===== src/rtl/mul_hilo_sequencer.sv =====
// Multi-cycle control stage around a combinational 32x32 signed multiplier:
// registers the operands, waits for the product to settle, captures HI/LO and writes LO then HI.
module mul_hilo_sequencer #(
    parameter int SETTLE_CYCLES = 2
) (
    input  logic        clock,
    input  logic        clear,
    input  logic        start,
    input  logic [31:0] a,
    input  logic [31:0] b,
    output logic [31:0] mul_a,
    output logic [31:0] mul_b,
    input  logic [63:0] mul_z,
    output logic [31:0] hi_out,
    output logic [31:0] lo_out,
    output logic        wb_en,
    output logic        wb_sel,
    output logic [31:0] wb_data,
    output logic        busy,
    output logic        done
);

    typedef enum logic [2:0] {
        IDLE,
        DRIVE,
        CAPTURE,
        WB_LO,
        WB_HI,
        DONE
    } state_t;

    state_t      r_state;
    state_t      w_nextState;
    logic [3:0]  r_count;
    logic [31:0] r_mulA;
    logic [31:0] r_mulB;
    logic [31:0] r_hi;
    logic [31:0] r_lo;
    logic        r_wbEn;
    logic        r_wbSel;
    logic [31:0] r_wbData;
    logic        r_busy;
    logic        r_done;

    logic        w_wbEnNext;
    logic        w_wbSelNext;
    logic [31:0] w_wbDataNext;
    logic        w_busyNext;
    logic        w_doneNext;

    always_ff @(posedge clock) begin
        if (clear) begin
            r_state <= IDLE;
        end else begin
            r_state <= w_nextState;
        end
    end

    always_comb begin
        w_nextState = r_state;
        case (r_state)
            IDLE:    if (start) w_nextState = DRIVE;
            DRIVE:   if (r_count == 4'd0) w_nextState = CAPTURE;
            CAPTURE: w_nextState = WB_LO;
            WB_LO:   w_nextState = WB_HI;
            WB_HI:   w_nextState = DONE;
            DONE:    w_nextState = IDLE;
            default: w_nextState = IDLE;
        endcase
    end

    // Outputs are decoded from the next state so they register in step with the state they belong to.
    // The LO word comes straight from mul_z because r_lo is loaded on the same edge.
    always_comb begin
        w_wbEnNext   = (w_nextState == WB_LO) || (w_nextState == WB_HI);
        w_wbSelNext  = (w_nextState == WB_HI);
        w_wbDataNext = 32'd0;
        if (w_nextState == WB_LO) begin
            w_wbDataNext = mul_z[31:0];
        end else if (w_nextState == WB_HI) begin
            w_wbDataNext = r_hi;
        end
        w_busyNext   = (w_nextState != IDLE);
        w_doneNext   = (w_nextState == DONE);
    end

    always_ff @(posedge clock) begin
        if (clear) begin
            r_count  <= 4'd0;
            r_mulA   <= 32'd0;
            r_mulB   <= 32'd0;
            r_hi     <= 32'd0;
            r_lo     <= 32'd0;
            r_wbEn   <= 1'b0;
            r_wbSel  <= 1'b0;
            r_wbData <= 32'd0;
            r_busy   <= 1'b0;
            r_done   <= 1'b0;
        end else begin
            if (r_state == IDLE && start) begin
                r_mulA  <= a;
                r_mulB  <= b;
                r_count <= 4'(SETTLE_CYCLES - 1);
            end else if (r_state == DRIVE && r_count != 4'd0) begin
                r_count <= r_count - 4'd1;
            end
            if (r_state == CAPTURE) begin
                r_hi <= mul_z[63:32];
                r_lo <= mul_z[31:0];
            end
            r_wbEn   <= w_wbEnNext;
            r_wbSel  <= w_wbSelNext;
            r_wbData <= w_wbDataNext;
            r_busy   <= w_busyNext;
            r_done   <= w_doneNext;
        end
    end

    assign mul_a   = r_mulA;
    assign mul_b   = r_mulB;
    assign hi_out  = r_hi;
    assign lo_out  = r_lo;
    assign wb_en   = r_wbEn;
    assign wb_sel  = r_wbSel;
    assign wb_data = r_wbData;
    assign busy    = r_busy;
    assign done    = r_done;

endmodule


===== config.mk =====
export PLATFORM = sky130hd
export DESIGN_NAME = mul_hilo_sequencer
export DESIGN_NICKNAME = d
export VERILOG_FILES = /design/src/rtl/mul_hilo_sequencer.sv
export SDC_FILE = /design/constraint.sdc
export NUM_CORES = 1
export LEC_CHECK = 0
export BUFFER_PORTS_ARGS = -buffer_cell sky130_fd_sc_hd__buf_4
export CORE_AREA = 2 2 116 118
export DETAILED_ROUTE_END_ITERATION = 16
export DIE_AREA = 0 0 118 120
export HOLD_SLACK_MARGIN = 0.12
export PLACE_DENSITY = 0.88
export SLEW_MARGIN = 15
export SYNTH_ARGS = -nofsm -noshare
export SYNTH_HDL_FRONTEND = slang
export SYNTH_SLANG_ARGS = --single-unit

===== constraint.sdc =====
create_clock -name clock -period 2.7 [get_ports clock]
set_input_delay 0.135 -clock clock [delete_from_list [all_inputs] [get_ports clock]]
set_output_delay 0.135 -clock clock [all_outputs]
set_load 0.01 [all_outputs]

==> results.yml <==
critical_path:
  cpPeakStageDelay_ps: 710
  crit_slowest_cell: "or4b_2"
  cp.buffers_inverters: 1
  cp.required_ps: 2960
  crit_path_end_kind: "register"
  worstPathMaxFanout: 64
  path_cells: "or4b_2, buf_4, nand2_1, a21oi_1"
  start_kind: "register"
  crit_family: "simple AND/OR/NAND/NOR gates"
  critPathArrivalTime_ps: 2230
  critPathKind: "reg2reg"
timing:
  relSlewSlack_pct: 55.9
  max_freq_ghz: 0.507
  hold_violations: 0
  setup_viol: 0
  fin_worst_skew_ps: 9.38
  fin_setup_tns_ps: 0
  rsz0062_at_grt: "no"
  post-route-min-period_ps: 1970
  slew_viol_final: 0
  layout_setup_ws_ps: 729
  period_share_pct: 73.0
  worst_pin_slew_ps: 661
  hold_slack_ps: 456
synth:
  synthCells: 682
  syn_area_sq_um: 5850
  ys_warn_count: 0
  synth_edf_count: 0
  syn_nets: 814
  ys_seq_elements: 171
  ys.flop_type: "dfxtp_1"
  synth.avg_cell_area_sq_um: 8.58
  synth-async-reset-ratio_pct: 0
  seq_area_frac_synth_pct: 58.5
  ys_types: 33
layout:
  syn2layout_area_growth_pct: 71.7
  fin_cells: 1269
  utilization_pct: 77.4
  final_cell_mix: "buf_4 (298), nand2_1 (257), dfxtp_1 (171)"
  drive_gt1_share_pct: 31.5
  fin_area_sq_um: 10000
  nNetsFinal: 1211
  final_common_cell: "buf_4"
detailed_routing:
  wl_mm: 21.9
  via_per_inst: 5.13
  drtPass1Iterations: 5
  ant_nets: 0
  drt_iter0_markers: 591
  wl_per_cell_microns: 17.2
  vias: 6515
  drc: 0
clock_tree:
  post_cts_buffers: 0
  clk_path_buf_depth: 2
  cts_tree: "done"
  clkSinkCount: 171
  cts_resized: 0
  cts_buffers: 17
  cts.clk_slew.worst_paths_ps: 60
  clock_latency_ps: 420
  cts_htree_levels: 4
  hold_buffers: 130
  cts.root.buffer_cell: "clkbuf_16"
min_path:
  hp-class: "reg2reg"
floorplan:
  io_pins: 295
  start_util_pct: 45.1
  die_x_microns: 118
  rows: 42
  die_area_sq_um: 14200
  die_h_microns: 120
  core_sq_um: 13000
global_routing:
  grt_pass1_wl_mm: 33.8
  grt_overflow: 0
  grt_max_degree: 139
  grt_usage_pct: 30.3
  grt_pass1_vias: 6558
  antenna_found_initial: 1
power_and_ir_drop:
  power_density_nw_per_um2: 655
  leakagePower_nw: 4.38
  fin_total_pwr_mw: 6.58
  ir_drop_mv: 0.523
placed_design:
  placedInstanceArea_sq_um: 8140
  pre_cts_ws_ps: 795
  post-place-cells: 1106
  port_buffers: 294
  place_hpwl_mm: 11.3
  gp_congestion: 0.823
job:
  drv_cap: 0
outcome:
  status: "complete, no violations"
==> logic make-up after synthesis <==
group                      Yosys count  share of synthesized area [%]
DFF                                171                           58.5
buffers and inverters               57                           4.32
AOI/OAI and AO/OA                  172                           17.2
muxes                                1                          0.171
adders and majority gates            1                          0.214
and+or+nand+nor                    280                           19.6
==> worst register-to-register path: stages, from the launching register on <==
cell and delay [ps]:
dfxtp_1 450, or4b_2 710, buf_4 350, nand2_1 190, a21oi_1 110
==> flip-flops by register name, indices dropped and copies added, names as in the netlist <==
register and flops:
lo_out 32, hi_out 32, wb_en 1, mul_a 32, r_count 4, busy 1, done 1, r_state 3
mul_b 32, wb_sel 1, wb_data 32
==> metal layers <==
metal	up-vias	routed length (microns)	track usage [%]
li1	3042	-	-
met1	3061	8070	32.8
met2	354	11500	55.3
met3	58	1540	7.65
met4	0	733	14.0
met5	-	0	0
==> area by class of cell <==
class                           count  area (sq um)
Timing Repair Buffer              431          3600
Fill cell                         772          2930
Clock buffer                       20           457
Antenna cell                        1          2.50
Inverter                            4          15.0
Tap cell                          176           220
Sequential cell                   171          3420
Multi-Input combinational cell    454          2180
Clock inverter                     12           146
==> report_power, final <==
part / leakage, nW / total (mW) / switching [mW] / internal, mW
Sequential: 1.39 / 2.84 / 0.130 / 2.71
Combinational: 2.70 / 1.25 / 0.629 / 0.624
Clock: 0.292 / 2.49 / 0.990 / 1.50
Total: 4.38 / 6.58 / 1.75 / 4.83
==> synth_stat cells (2+ instances only) <==
library cell,n,area share [%]
nor3b_1,4,0.51
nor2_1,2,0.13
a22o_1,31,4.6
a211oi_1,3,0.38
a21oi_1,132,11
or2_2,2,0.21
nor3_1,2,0.17
buf_2,16,1.4
inv_1,4,0.26
buf_6,2,0.38
clkbuf_1,26,1.7
nand2_1,257,16
dfxtp_1,171,59
nand3b_1,2,0.26
buf_1,8,0.51
o21ai_0,3,0.26
==> worst paths after layout <==
path,to,start,slack [ps],cells after the start
min,mul_a[19],mul_a[19],460,2
min reg2reg,mul_a[19],mul_a[19],460,2
max reg2reg,mul_a[23],r_state[0],730,4
max,mul_a[23],r_state[0],730,4
Power figures use the tool's default switching activity.
